`src/rtl/fetch_unit.sv`:
```
// Instruction-fetch stage: owns the architectural PC, fetches one word at a time over
// req/gnt/rvalid, and hands {pc, pc+4, instr} to decode through a one-entry output slot.
module fetch_unit #(
    parameter logic [31:0] RESET_PC    = 32'h0000_3000,
    parameter bit          CHECK_ALIGN = 1'b1
) (
    input  logic        clk,
    input  logic        rst_n,
    input  logic        redirect_valid,
    input  logic [31:0] redirect_pc,
    output logic        imem_req,
    output logic [31:0] imem_addr,
    input  logic        imem_gnt,
    input  logic        imem_rvalid,
    input  logic [31:0] imem_rdata,
    output logic        if_valid,
    input  logic        if_ready,
    output logic [31:0] if_pc,
    output logic [31:0] if_pc4,
    output logic [31:0] if_instr,
    output logic        if_exc_adel
);

    // state | meaning
    // REQ   | PC is fetchable; request issued once the output slot can take the result
    // WAIT  | one request granted, response pending (kill_q drops it)
    // EXC   | misaligned-fetch exception loaded; idle until the next redirect
    localparam logic [1:0] ST_REQ  = 2'd0;
    localparam logic [1:0] ST_WAIT = 2'd1;
    localparam logic [1:0] ST_EXC  = 2'd2;

    logic [1:0]  state_q, state_d;
    logic [31:0] pc_q, pc_d;
    logic [31:0] req_pc_q, req_pc_d;
    logic        kill_q, kill_d;
    logic        out_valid_q, out_valid_d;
    logic [31:0] out_pc_q, out_pc_d;
    logic [31:0] out_pc4_q, out_pc4_d;
    logic [31:0] out_instr_q, out_instr_d;
    logic        out_exc_q, out_exc_d;

    logic [31:0] target_pc;
    logic        pc_bad;
    logic        slot_free;
    logic        req;

    assign target_pc = CHECK_ALIGN ? redirect_pc : {redirect_pc[31:2], 2'b00};
    assign pc_bad    = CHECK_ALIGN && (pc_q[1:0] != 2'b00);
    assign slot_free = !out_valid_q || if_ready;
    // A bad PC is never put on the bus; it turns into an exception entry instead.
    assign req       = rst_n && (state_q == ST_REQ) && slot_free && !redirect_valid && !pc_bad;

    always_comb begin
        state_d     = state_q;
        pc_d        = pc_q;
        req_pc_d    = req_pc_q;
        kill_d      = kill_q;
        out_valid_d = out_valid_q;
        out_pc_d    = out_pc_q;
        out_pc4_d   = out_pc4_q;
        out_instr_d = out_instr_q;
        out_exc_d   = out_exc_q;

        if (if_ready) begin
            out_valid_d = 1'b0;
        end

        case (state_q)
            ST_REQ: begin
                if (req && imem_gnt) begin
                    req_pc_d = pc_q;
                    pc_d     = pc_q + 32'd4;
                    state_d  = ST_WAIT;
                end else if (pc_bad && slot_free && !redirect_valid) begin
                    out_valid_d = 1'b1;
                    out_pc_d    = pc_q;
                    out_pc4_d   = pc_q + 32'd4;
                    out_instr_d = 32'h0;
                    out_exc_d   = 1'b1;
                    state_d     = ST_EXC;
                end
            end
            ST_WAIT: begin
                if (imem_rvalid) begin
                    state_d = ST_REQ;
                    kill_d  = 1'b0;
                    if (!kill_q && !redirect_valid) begin
                        out_valid_d = 1'b1;
                        out_pc_d    = req_pc_q;
                        out_pc4_d   = req_pc_q + 32'd4;
                        out_instr_d = imem_rdata;
                        out_exc_d   = 1'b0;
                    end
                end
            end
            ST_EXC: begin
            end
            default: begin
                state_d = ST_REQ;
            end
        endcase

        // Redirect overrides everything; a fetch still in flight afterwards must be dropped.
        if (redirect_valid) begin
            pc_d        = target_pc;
            out_valid_d = 1'b0;
            if (state_q == ST_EXC) begin
                state_d = ST_REQ;
            end
            kill_d = (state_d == ST_WAIT);
        end
    end

    always_ff @(posedge clk or negedge rst_n) begin
        if (!rst_n) begin
            state_q     <= ST_REQ;
            pc_q        <= RESET_PC;
            req_pc_q    <= 32'h0;
            kill_q      <= 1'b0;
            out_valid_q <= 1'b0;
            out_pc_q    <= 32'h0;
            out_pc4_q   <= 32'h0;
            out_instr_q <= 32'h0;
            out_exc_q   <= 1'b0;
        end else begin
            state_q     <= state_d;
            pc_q        <= pc_d;
            req_pc_q    <= req_pc_d;
            kill_q      <= kill_d;
            out_valid_q <= out_valid_d;
            out_pc_q    <= out_pc_d;
            out_pc4_q   <= out_pc4_d;
            out_instr_q <= out_instr_d;
            out_exc_q   <= out_exc_d;
        end
    end

    assign imem_req    = req;
    assign imem_addr   = req ? pc_q : 32'h0;
    assign if_valid    = out_valid_q;
    assign if_pc       = out_pc_q;
    assign if_pc4      = out_pc4_q;
    assign if_instr    = out_instr_q;
    assign if_exc_adel = out_exc_q;

endmodule
```
`config.mk`:
```
export PLATFORM = sky130hd
export DESIGN_NAME = fetch_unit
export DESIGN_NICKNAME = d
export VERILOG_FILES = /design/src/rtl/fetch_unit.sv
export SDC_FILE = /design/constraint.sdc
export NUM_CORES = 1
export LEC_CHECK = 0
export BUFFER_PORTS_ARGS = -buffer_cell sky130_fd_sc_hd__buf_4
export CAP_MARGIN = 10
export CORE_MARGIN = 4
export CORE_UTILIZATION = 37
export DETAILED_ROUTE_END_ITERATION = 12
export GPL_ROUTABILITY_DRIVEN = 1
export GPL_TIMING_DRIVEN = 1
export SETUP_SLACK_MARGIN = 0.15
export SLEW_MARGIN = 20
export SYNTH_ARGS = -nofsm -noshare
export SYNTH_HDL_FRONTEND = slang
export SYNTH_SLANG_ARGS = --single-unit
export TNS_END_PERCENT = 30
```
`constraint.sdc`:
```
create_clock -name clk -period 5.3 [get_ports clk]
set_input_delay 0.53 -clock clk [delete_from_list [all_inputs] [get_ports clk]]
set_output_delay 0.53 -clock clk [all_outputs]
set_load 0.1 [all_outputs]
```
---- Word-level counts from Yosys, hierarchy flattened ----
Index checks and enable logic that the tools add are counted.
storage, ports and cells
  flip-flop bits (word level) ............. 165
  latch bits .............................. 0
  memory bits (writable) .................. 0
  ROM bits ................................ 0
  bits of input ports ..................... 70
  output and inout port bits .............. 131
  memories kept ........................... 0
operators by class
  $add $sub $neg .......................... 2
  $mul .................................... 0
  divide/modulo/power cells ............... 0
  order comparisons ....................... 0
  eq/ne operators ......................... 7
  shift operators ......................... 0
  multiplexer cells ....................... 41
  bitwise operators ....................... 0
  reductions and logical operators ........ 24
operators by type and width
  operator                                                                  number
  32-bit two-way mux                                                        16
  32-bit case mux with 2 select lines                                       3
  32-bit by 3-bit adder with 32-bit output (second input constant)          2
  1-bit two-way mux                                                         13
  2-bit two-way mux                                                         6
  2-bit nonzero test                                                        6
  1-bit logical AND                                                         8
  2-bit inequality test (second input constant)                             3
  2-bit case mux with 3 select lines                                        1
  2-bit AND reduction                                                       3
  5-bit AND reduction                                                       1
  2-bit by 1-bit == test with 1-bit output (second input constant)          2
  1-bit logical NOT                                                         4
  1-bit case mux with 2 select lines                                        2
  2-bit == test (second input constant)                                     1
  2-bit logical NOT                                                         1
  2-bit by 1-bit inequality test with 1-bit output (second input constant)  1
  1-bit logical OR                                                          1

---- Longest topological paths before layout ----
  depth in word-level cells ............... 12
  mapped depth ............................ 8

---- Least setup slack after synthesis ----
OpenSTA, ideal clock, no wires.
  kind .................................... register -> output
  start point ............................. register out_valid_q, in the netlist if_valid
  end point ............................... output imem_addr[22]
  data arrival time ....................... 3268 ps
  slack ................................... 1502 ps
  stages on the path, launching flop included .. 6
  path buffers ............................ 2
  cell sequence ........................... dfrtp_1 nand2b_1 and3_1 clkbuf_1 clkbuf_1 and2_1
between the ends
  longest elaborated chain between the ends .. 6
RTL lines
  what                            RTL line  text
  from (decl)                     36        logic out_valid_q, out_valid_d;
  from (signal assigned)          130       out_valid_q <= out_valid_d;
  1-bit logical NOT               49        assign slot_free = !out_valid_q || if_ready;
  1-bit logical OR                49
  1-bit logical AND (3 in a row)  51        assign req = rst_n && (state_q == ST_REQ) && slot_free && !redirect_valid && !pc_bad;
  via imem_req                    11        output logic imem_req,
  32-bit two-way mux              139       assign imem_addr = req ? pc_q : 32'h0;
  to (decl)                       12        output logic [31:0] imem_addr,
The timed path passes the listed nets, and every way through them passes these cells.

---- Final worst setup path ----
  start point ............................. register pc_q[4]
  end point ............................... register out_pc4_q[27], in the netlist if_pc4[27]
between the ends
  longest elaborated chain between the ends .. 4
RTL lines
  what                                      RTL line  text
  from (decl)                               33        logic [31:0] pc_q, pc_d;
  from (signal assigned)                    127       pc_q <= pc_d;
  32-bit by 3-bit adder with 32-bit output  77        out_pc4_d = pc_q + 32'd4;
  32-bit two-way mux                        74        end else if (pc_bad && slot_free && !redirect_valid) begin
  32-bit two-way mux                        70        if (req && imem_gnt) begin
  32-bit case mux with 2 select lines       68        case (state_q)
  to (signal assigned)                      132       out_pc4_q <= out_pc4_d;
  to (decl)                                 38        logic [31:0] out_pc4_q, out_pc4_d;
Every way passes these cells. The select of a mux whose other input is x is not followed.
A chain may end at the register's enable or synchronous reset.

==> results.sh <==
export IMPL_antenna_diode_count=0
export IMPL_numCtsBuffers=17
export IMPL_critPathMaxStageDelay_ps=970
export IMPL_layout_drive_gt1_share=0.2616
export IMPL_hold_buffers=0
export IMPL_area_growth_pct=25.12
export IMPL_cts_tree="built"
export IMPL_cp_buffers_inverters=0
export IMPL_path_class="reg -> reg"
export IMPL_clk_latency_ps=430
export IMPL_power_density_nw_per_um2=468.0
export IMPL_p_leak_nw=5.007
export IMPL_cp_slowest_cell="or4_1"
export IMPL_async_flop_share=1.000
export IMPL_post_cts_buffers=0
export IMPL_synth_seq_cells=163
export IMPL_whs_ps=17.57
export IMPL_fin_nets=1160
export IMPL_synth_edf_count=0
export IMPL_clk_pin_slew_ps=70
export IMPL_totalPowerFinal_mw=5.073
export IMPL_path_max_fanout=16
export IMPL_final_cell_mix="204 x buf_4, 197 x nand2_1, 161 x dfrtp_1"
export IMPL_die_area_um2=25920
export IMPL_r2r_start="pc_q[4]"
export IMPL_dr_wl_met3_um=1712
export IMPL_crit_chain="nand3_2 -> or4_1 -> or3_4 -> xnor2_1 -> a221o_1"
export IMPL_grt_pass1_wl_um=42550
export IMPL_slew_viol_final=0
export IMPL_viasPerCell=5.286
export IMPL_drc=0
export IMPL_synth_area_um2=8662
export IMPL_r2r_end="if_pc4[27]"
export IMPL_ys_seq_area_frac=0.4712
export IMPL_tns_ps=0
export IMPL_critPathTopFamily="simple AND/OR/NAND/NOR gates"
export IMPL_netlist_cell_type_count=57
export IMPL_min_period_over_period=0.5744
export IMPL_top_layer="met4"
export IMPL_clock_sinks=163
export IMPL_dpl_hpwl_um=18650
export IMPL_drt_iter0_markers=578
export IMPL_grt_max_degree=104
export IMPL_setup_viol=0
export IMPL_die_h_um=161.0
export IMPL_routedWlPerCell_um=19.10
export IMPL_dp_cells=1382
export IMPL_min_period_ps=3044
export IMPL_core_area_um2=22850
export IMPL_fmax_mhz=328.5
export IMPL_nFillCells=2239
export IMPL_hold_viol_final=0
export IMPL_wl_met2_um=11850
export IMPL_postSynthAreaPerCell_um2=9.118
export IMPL_required_ps=5610
export IMPL_max_slew_margin=0.2913
export IMPL_final_common_cell="buf_4"
export IMPL_max_clock_path_buffers=2
export IMPL_syn_inst=950
export IMPL_htreeDepth=4
export IMPL_cts_repair_resized=0
export IMPL_drtAntennaViolNets=0
export IMPL_worstSetupEndpointType="flop"
export IMPL_dr_total_vias=7474
export IMPL_synthFlopType="dfrtp_1"
export IMPL_hp_class="in -> async"
export IMPL_port_buffers=198
export IMPL_max_cap_violations=0
export IMPL_clock_skew_ps=10.66
export IMPL_instances_no_fill=1414
export IMPL_vdd_drop_max_v=0.0002337
export IMPL_gp_congestion=0.8441
export IMPL_reg2regPathDepth=5
export IMPL_gr_total_overflow=0
export IMPL_start_util=0.3791
export IMPL_grt_pass1_vias=7269
export IMPL_worst_setup_path_start_kind="flop"
export IMPL_synth_warnings=0
export IMPL_die_w_um=161.0
export IMPL_rows=55
export IMPL_post_place_ws_ps=2003
export IMPL_ioPinCount=201
export IMPL_fin_ws_ps=2256
export IMPL_rsz0062_at_grt="false"
export IMPL_cp_arrival_ps=3350
export IMPL_r2r_slack_ps=2260
export IMPL_antenna_found_initial=0
export IMPL_firstDrtPassIters=7
export IMPL_cp_startpoint="pc_q[4]"
export IMPL_wl_um=27010
export IMPL_track_usage=0.2061
export IMPL_status="finished, final reports clean"
export IMPL_met1Wirelength_um=13070
export IMPL_clockRootBuffer="clkbuf_16"
export IMPL_worst_slew_pin_slew_ps=1054
## cell usage after synthesis (11+ instances only)
| cell | count | area share |
|---|---|---|
| xnor2_1 | 24 | 0.024 |
| buf_2 | 11 | 0.0064 |
| clkbuf_1 | 60 | 0.026 |
| dfrtp_1 | 161 | 0.47 |
| and2_1 | 35 | 0.025 |
| o21ai_0 | 45 | 0.026 |
| xor2_1 | 26 | 0.026 |
| and4_1 | 11 | 0.011 |
| a221o_1 | 14 | 0.016 |
| nor4_1 | 13 | 0.0094 |
| nand3_1 | 57 | 0.033 |
| nor3_1 | 17 | 0.0098 |
| mux2_2 | 26 | 0.034 |
| a31oi_1 | 35 | 0.025 |
| nand2_1 | 198 | 0.086 |
| nand4_1 | 15 | 0.011 |
| nor2_1 | 63 | 0.027 |
## per-stage QoR
step	utilization	cell area, um2
floorplan	-	8666
global placement	0.4473	10220
global route	0.4744	10840
CTS	0.4738	10830
detailed placement	0.4474	10220
finish	0.4744	10840
## power breakdown
part	switching (mW)	total (mW)	internal, mW
clock network	0.523	1.28	0.758
registers	0.307	1.79	1.49
logic	1.54	2.00	0.453
## logic make-up after synthesis
| logic type | Yosys count | share of synthesized area |
|---|---|---|
| simple gates | 453 | 0.2609 |
| flops | 163 | 0.4712 |
| compound gates | 151 | 0.1192 |
| buf+inv | 95 | 0.05070 |
| xor+xnor | 50 | 0.05056 |
| mux | 35 | 0.04420 |
| fa+ha+maj | 2 | 0.002888 |
| other cells | 1 | 0.0004329 |
## layer usage
layer,track usage,vias to the layer above
met5,0,-
met4,0.05312,0
met3,0.03725,26
met2,0.3064,279
met1,0.3109,3571
li1,-,3598
## worst max-delay path by stage
| stage | endpoint | slack [ps] | cells after the start |
|---|---|---|---|
| 5_1_grt | if_pc4[18] | 2030 | 5 |
| 3_5_place_dp | if_pc[2] | 2000 | 5 |
| 2_1_floorplan | imem_addr[22] | 1500 | 5 |
| 4_1_cts | if_pc[2] | 1990 | 5 |
| 3_3_place_gp | imem_addr[14] | 2000 | 5 |
| 6_report | if_pc4[27] | 2260 | 5 |
## final cells by class
cell class                      count  area, um2  share of cell area
Clock buffer                       21      450.4             0.04156
Timing Repair Buffer              206       1554              0.1434
Tap cell                          313      391.6             0.03613
Sequential cell                   163       4081              0.3766
Multi-Input combinational cell    693       4180              0.3857
Inverter                            7      26.28            0.002424
Clock inverter                     11      153.9             0.01420
## flip-flops by register name, summed over array words and instances, names as in the netlist
signal	cells
if_exc_adel	1
req_pc_q	32
kill_q	1
state_q	2
if_valid	1
if_instr	32
if_pc	32
if_pc4	30
pc_q	32
## worst reg2reg max path, delay by kind of cell (launching register included)
family	cells	cell delay (ps)
AOI/OAI and AO/OA	1	300
DFF	1	630
xor gates and xnor gates	1	140
and+or+nand+nor	3	1860
Power figures use the tool's default switching activity.
